==> src/rtl/pipeline_pkg.sv <==
// Shared types for the execute stage: ALU op codes, forwarding selects and the EX/MEM record.
package pipeline_pkg;

    localparam int unsigned PKG_XLEN  = 32;
    localparam int unsigned PKG_TAG_W = 5;

    typedef enum logic [3:0] {
        ALU_ADD     = 4'b0000,
        ALU_SLL     = 4'b0001,
        ALU_SLT     = 4'b0010,
        ALU_SLTU    = 4'b0011,
        ALU_XOR     = 4'b0100,
        ALU_SRL     = 4'b0101,
        ALU_OR      = 4'b0110,
        ALU_AND     = 4'b0111,
        ALU_SUB     = 4'b1000,
        ALU_LUI     = 4'b1001,
        ALU_SRA     = 4'b1101,
        ALU_ILLEGAL = 4'b1111
    } alu_op_e;

    typedef enum logic [1:0] {
        FWD_RF  = 2'b00,
        FWD_MEM = 2'b01,
        FWD_WB  = 2'b10
    } fwd_sel_e;

    typedef struct packed {
        logic [PKG_XLEN-1:0]  result;
        logic [PKG_TAG_W-1:0] rd;
        logic [PKG_XLEN-1:0]  store_data;
        logic                 illegal;
    } ex_mem_t;

endpackage

==> src/rtl/alu_core.sv <==
// Combinational ALU: decodes the 4-bit control and produces the result plus an illegal flag.
module alu_core
    import pipeline_pkg::*;
#(
    parameter int unsigned XLEN = PKG_XLEN
) (
    input  logic [3:0]      alu_control,
    input  logic [XLEN-1:0] a,
    input  logic [XLEN-1:0] b,
    output logic [XLEN-1:0] result,
    output logic            illegal
);

    logic [4:0] shamt;
    logic       lt_signed;
    logic       lt_unsigned;

    assign shamt       = b[4:0];
    assign lt_signed   = $signed(a) < $signed(b);
    assign lt_unsigned = a < b;

    always_comb begin
        result  = '0;
        illegal = 1'b0;
        case (alu_op_e'(alu_control))
            ALU_ADD:  result = a + b;
            ALU_SUB:  result = a - b;
            ALU_SLL:  result = a << shamt;
            ALU_SRL:  result = a >> shamt;
            ALU_SRA:  result = XLEN'($signed(a) >>> shamt);
            ALU_SLT:  result = {{(XLEN-1){1'b0}}, lt_signed};
            ALU_SLTU: result = {{(XLEN-1){1'b0}}, lt_unsigned};
            ALU_XOR:  result = a ^ b;
            ALU_OR:   result = a | b;
            ALU_AND:  result = a & b;
            ALU_LUI:  result = b;
            default:  illegal = 1'b1;
        endcase
    end

endmodule

==> src/rtl/execute_stage.sv <==
// Execute stage: operand forwarding, ALU, and the EX/MEM output register with
// valid/ready handshake, stall and flush.
module execute_stage
    import pipeline_pkg::*;
#(
    parameter int unsigned XLEN  = PKG_XLEN,
    parameter int unsigned TAG_W = PKG_TAG_W
) (
    input  logic             clk,
    input  logic             rst,
    input  logic             in_valid,
    output logic             in_ready,
    input  logic [3:0]       alu_control,
    input  logic [XLEN-1:0]  rs1_data,
    input  logic [XLEN-1:0]  rs2_data,
    input  logic [XLEN-1:0]  imm,
    input  logic             use_imm,
    input  logic [TAG_W-1:0] rd,
    input  logic [1:0]       fwd_a_sel,
    input  logic [1:0]       fwd_b_sel,
    input  logic [XLEN-1:0]  mem_fwd,
    input  logic [XLEN-1:0]  wb_fwd,
    input  logic             flush,
    output logic             out_valid,
    input  logic             out_ready,
    output logic [XLEN-1:0]  out_result,
    output logic [TAG_W-1:0] out_rd,
    output logic [XLEN-1:0]  out_store_data,
    output logic             out_illegal
);

    logic [XLEN-1:0] op_a;
    logic [XLEN-1:0] fwd_b;
    logic [XLEN-1:0] op_b;
    logic [XLEN-1:0] alu_result;
    logic            alu_illegal;
    logic            accept;
    logic            valid_q;
    ex_mem_t         ex_d;
    ex_mem_t         ex_q;

    // Reserved select 2'b11 falls back to the register file.
    always_comb begin
        case (fwd_sel_e'(fwd_a_sel))
            FWD_MEM: op_a = mem_fwd;
            FWD_WB:  op_a = wb_fwd;
            default: op_a = rs1_data;
        endcase
    end

    always_comb begin
        case (fwd_sel_e'(fwd_b_sel))
            FWD_MEM: fwd_b = mem_fwd;
            FWD_WB:  fwd_b = wb_fwd;
            default: fwd_b = rs2_data;
        endcase
    end

    assign op_b = use_imm ? imm : fwd_b;

    alu_core #(
        .XLEN(XLEN)
    ) u_alu_core (
        .alu_control(alu_control),
        .a          (op_a),
        .b          (op_b),
        .result     (alu_result),
        .illegal    (alu_illegal)
    );

    assign in_ready = !valid_q || out_ready;
    assign accept   = in_valid && in_ready && !flush;

    always_comb begin
        ex_d            = ex_q;
        ex_d.result     = alu_result;
        ex_d.rd         = rd;
        ex_d.store_data = fwd_b;
        ex_d.illegal    = alu_illegal;
    end

    // Flush wins over accept; data fields may keep stale values, only valid and illegal clear.
    always_ff @(posedge clk or posedge rst) begin
        if (rst) begin
            valid_q <= 1'b0;
            ex_q    <= '0;
        end else if (flush) begin
            valid_q      <= 1'b0;
            ex_q.illegal <= 1'b0;
        end else if (accept) begin
            valid_q <= 1'b1;
            ex_q    <= ex_d;
        end else if (valid_q && out_ready) begin
            valid_q <= 1'b0;
        end
    end

    assign out_valid      = valid_q;
    assign out_result     = ex_q.result;
    assign out_rd         = ex_q.rd;
    assign out_store_data = ex_q.store_data;
    assign out_illegal    = ex_q.illegal;

endmodule

==> config.mk <==
export PLATFORM = sky130hd
export DESIGN_NAME = execute_stage
export DESIGN_NICKNAME = d
export VERILOG_FILES = /design/src/rtl/pipeline_pkg.sv /design/src/rtl/alu_core.sv /design/src/rtl/execute_stage.sv
export SDC_FILE = /design/constraint.sdc
export NUM_CORES = 1
export LEC_CHECK = 0
export CAP_MARGIN = 15
export CORE_MARGIN = 1
export CORE_UTILIZATION = 28
export CTS_BUF_LIST = sky130_fd_sc_hd__clkbuf_8
export DETAILED_ROUTE_END_ITERATION = 16
export PLACE_DENSITY = 0.61
export SKIP_LAST_GASP = 1
export SLEW_MARGIN = 30
export SYNTH_ARGS = -nofsm -noshare
export SYNTH_HDL_FRONTEND = slang
export SYNTH_SLANG_ARGS = --single-unit
==> constraint.sdc <==
create_clock -name clk -period 2.4 [get_ports clk]
set_clock_uncertainty 0.2 [all_clocks]
set_input_delay 0.48 -clock clk [delete_from_list [all_inputs] [get_ports clk]]
set_output_delay 0.48 -clock clk [all_outputs]
set_load 0.05 [all_outputs]
==> summary.txt <==
Place
  – Gpl congestion: ~1.1
  – I/O Buffers: 250
  – Post-DP HPWL: 76.2 mm

Detailed routing
  – DR pass1 iterations: 6
  – Routed WL: 96.7 mm
  – Wire per inst: approximately 28 um
  – Via count: roughly 20,000
  – Antenna-violating nets left: 0
  – DRC Markers: 0
  – Via density: around 5.9
  – DR iter-0 viols: roughly 2,300

Logic synthesis
  – Synth cell count leaders: 242 x nand2_1, 173 x o21ai_0, 163 x nor2_1
  – Cells after Synth: around 1,900
  – Synth Warn #: 0
  – Post-synthesis sequential area ratio: between 10% and 20%
  – Ys flop type: dfrtp_1
  – Flops & latches, synth: 71
  – Yosys cell types: 84
  – Mapped Avg Cell Area: approximately 7 um2
  – Net count after synthesis: between 2,000 and 2,500
  – Post-synth EDFFs: 0
  – Mapped Area: ~13,000 um2
  – Yosys top cell by area: dfrtp_1
  – Top cell type's share of synthesized area: between 10% and 20%
  – Post-synth ARST share: between 90% and 100%
  – Area contributors post-synth: dfrtp_1 14%, mux2i_1 11%, ha_1 9.7%, nand2_1 7.0%, o21ai_0 6.7%
  – Most numerous cell in the Yosys netlist: nand2_1

STA
  – Period utilization: 163%
  – Final Critical Period: roughly 4 ns
  – Top achievable clock speed: around 260 MHz
  – Final slew viol count: 0
  – Fin Setup TNS: -41.25 ns
  – Final WS setup: -1.50 ns
  – Setup violators final: 32
  – Fin. Hold Viols: 0
  – Rel. slew slack: 46.1%
  – Tightest Pin Transition: 0.802 ns
  – RSZ-0062 raised after global routing: yes

Setup path
  – Setup crit start kind: primary input
  – Reg2Reg Depth: 10
  – CP max-delay cell: or4_4
  – Crit path max fanout: 7
  – Crit Path Category: primary input to register
  – Max incr delay on CP: roughly 0.55 ns
  – FF-to-FF End: out_result[0]
  – Worst Path Arrival: just over 4 ns
  – Worst EP required: ~2.5 ns
  – Worst Setup End Kind: register
  – R2r startpoint: out_valid
  – CP startpoint: fwd_b_sel[0]
  – R2R setup slack: -0.28 ns
  – Capture point of the worst path: out_result[24]
  – Crit path cell chain: buf_8 -> buf_6 -> ha_4 -> buf_12 -> buf_6 -> a22o_4 -> o221ai_4 -> inv_2 -> ha_4 -> nor2b_1 -> o311a_4 -> o2111ai_4 -> a31oi_4 -> o21bai_1 -> buf_4 -> o311ai_4 -> or4_4 -> o311ai_4 -> a31oi_1

Floorplanning
  – Chip height: around 220 um
  – Initial Utilization: 28.6%
  – Core Rows: 78
  – Total Die Area: around 47,000 um2
  – Die W: ~220 um
  – Core area: approximately 46,000 um2
  – I/O pins: 251

Hold path
  – Hold WC Path Type: primary input to async pin

Power and ir drop
  – VDD IR max: 0.355 mV
  – Combinational fraction of design power: about 80%
  – Clock power share: 8.9%
  – Seq pwr share: a little under an eighth
  – Overall Power: roughly 14 mW
  – P_int: 6.68 mW
  – Switching Fraction: between 50% and 60%
  – PD cells: between 500 and 600 nW/um2
  – Leak: 11.1 nW
  – Psw: 6.87 mW

Finish
  – # diodes: 0
  – Final nets: 3,082
  – Share of cells above drive strength 1: between 40% and 50%
  – Area delta synth->final: 92.0%
  – Filler cell count in the final layout: between 4,000 and 5,000

CTS
  – Root buffer cell: clkbuf_8
  – Clock transition at path regs: 0.13 ns
  – Worst-skew pair later-pin latency: between 0.4 and 0.5 ns
  – H-tree levels: 3
  – Clock buffer depth: 2
  – Total CTS buffers: 9
  – Clock Sinks: 71
  – CTS tree: done

Run status
  – Status: finished, violations left
  – Failing checks: setup timing

GRT
  – Antenna violations before repair: 3
  – Vias in the first global route: slightly below 20,000
  – Total Routing Usage GR: 39.5%
  – Largest net degree at the start of global routing: 72
  – Total grt overflow: 0
  – First-pass GRT wire length: 136 mm

Flow run
  – Max Cap Viol: 0
[registers in the layout, indices dropped and copies added (netlist names)]
| name | flops |
|---|---|
| out_result | 32 |
| out_valid | 1 |
| out_rd | 5 |
| out_illegal | 1 |
| out_store_data | 32 |
[layout make-up]
| type | instances | area [um2] | area share [%] |
|---|---|---|---|
| clock buffer | 9 | 124 | 0.496 |
| multi-input combinational | 1547 | 12500 | 49.8 |
| timing repair buffer | 1070 | 9410 | 37.6 |
| sequential | 71 | 1780 | 7.12 |
| tap | 600 | 751 | 3.00 |
| inverter | 101 | 400 | 1.60 |
| clock inverter | 7 | 72.6 | 0.290 |
[power groups by stage]
| stage | Combinational [mW] | Clock [mW] | Sequential [mW] |
|---|---|---|---|
| 6_report | 10.8 | 1.21 | 1.55 |
| 5_1_grt | 11.2 | 1.24 | 1.57 |
| 4_1_cts | 9.77 | 1.23 | 1.54 |
| 3_5_place_dp | 8.77 | 0 | 1.57 |
| 3_3_place_gp | 8.77 | 0 | 1.56 |
| 2_1_floorplan | 3.56 | 0 | 2.23 |
[metal layers]
layer	share of wire, %	GRT usage, %
met5	0.032	0
met4	7.0	23.1
met3	9.9	7.82
met2	44	62.6
met1	39	49.5
[metrics by stage]
step	utilization (%)	instances	setup slack, ns	area (um2)	hold WS [ns]
3_5_place_dp	47.0	3283	-2.97	21400	0.267
2_1_floorplan	-	1866	-1.79	13500	0.339
4_1_cts	51.9	3366	-1.53	23600	0.267
5_1_grt	54.8	3405	-1.58	25000	0.299
6_report	54.8	3405	-1.50	25000	0.264
3_3_place_gp	47.0	3283	-3.02	21400	0.259
[worst min path at each step]
stage | startpoint | end | slack (ns)
6_report | rst | out_store_data[24] | 0.26
5_1_grt | rst | out_store_data[24] | 0.30
3_5_place_dp | out_rd[2] | out_rd[2] | 0.27
2_1_floorplan | flush | out_valid | 0.34
4_1_cts | rst | out_store_data[24] | 0.27
3_3_place_gp | out_rd[1] | out_rd[1] | 0.26
[kinds of logic after synthesis]
| group | count (synthesis) | share of synthesized area (%) |
|---|---|---|
| xor gates and xnor gates | 19 | 1.28 |
| buffers and inverters | 248 | 8.00 |
| and+or+nand+nor | 564 | 19.1 |
| muxes | 154 | 12.1 |
| adders and majority gates | 103 | 10.0 |
| AOI/OAI and AO/OA | 707 | 35.9 |
| DFF | 71 | 13.6 |
[timing repair]
| item | in CTS | in global routing |
|---|---|---|
| endpoints found under the setup margin | 45 | 34 |
| pin swaps | 123 | 102 |
| hold buffers | 0 | 0 |
| buffers inserted | 73 | 46 |
| gates resized for setup | 322 | 215 |
| endpoints found under the hold margin | 0 | 0 |
| gates cloned | 7 | 5 |
[critical path: cells and delay by family]
| family | cells | cell delay [ns] |
|---|---|---|
| AO/OA/AOI/OAI | 9 | 1.74 |
| buffers and inverters | 6 | 0.74 |
| AND/OR/NAND/NOR | 2 | 0.71 |
| adder cells (fa/ha/maj) | 2 | 0.35 |
[layout by cell type (no fill, tap or decap), types with 10 or more instances in the layout]
| cell type | n |
|---|---|
| buf_4 | 744 |
| o21ai_2 | 33 |
| mux2i_2 | 16 |
| nand3_1 | 21 |
| a221o_1 | 13 |
| o221ai_1 | 14 |
| a22oi_1 | 57 |
| mux2i_4 | 15 |
| o21a_1 | 10 |
| ha_1 | 74 |
| a211oi_2 | 11 |
| a21oi_1 | 89 |
| nor3_1 | 21 |
| nand2_1 | 229 |
| dfrtp_1 | 70 |
| clkdlybuf4s50_1 | 210 |
| mux2i_1 | 108 |
| a221oi_2 | 13 |
| xnor2_1 | 16 |
| o21bai_1 | 10 |
| nor2_1 | 153 |
| o211ai_1 | 42 |
| a31oi_1 | 13 |
| ha_4 | 23 |
| inv_1 | 86 |
| a22oi_2 | 10 |
| a21o_1 | 11 |
| buf_6 | 50 |
| o21ai_1 | 38 |
| o21ai_0 | 114 |
| a211oi_1 | 10 |
| o22ai_1 | 30 |
| nand2b_1 | 16 |
| a221oi_1 | 13 |
| a21oi_2 | 45 |
| mux2_2 | 10 |
| buf_12 | 25 |
| dlygate4sd2_1 | 13 |
Note: power is estimated with default switching activity, not from simulation.
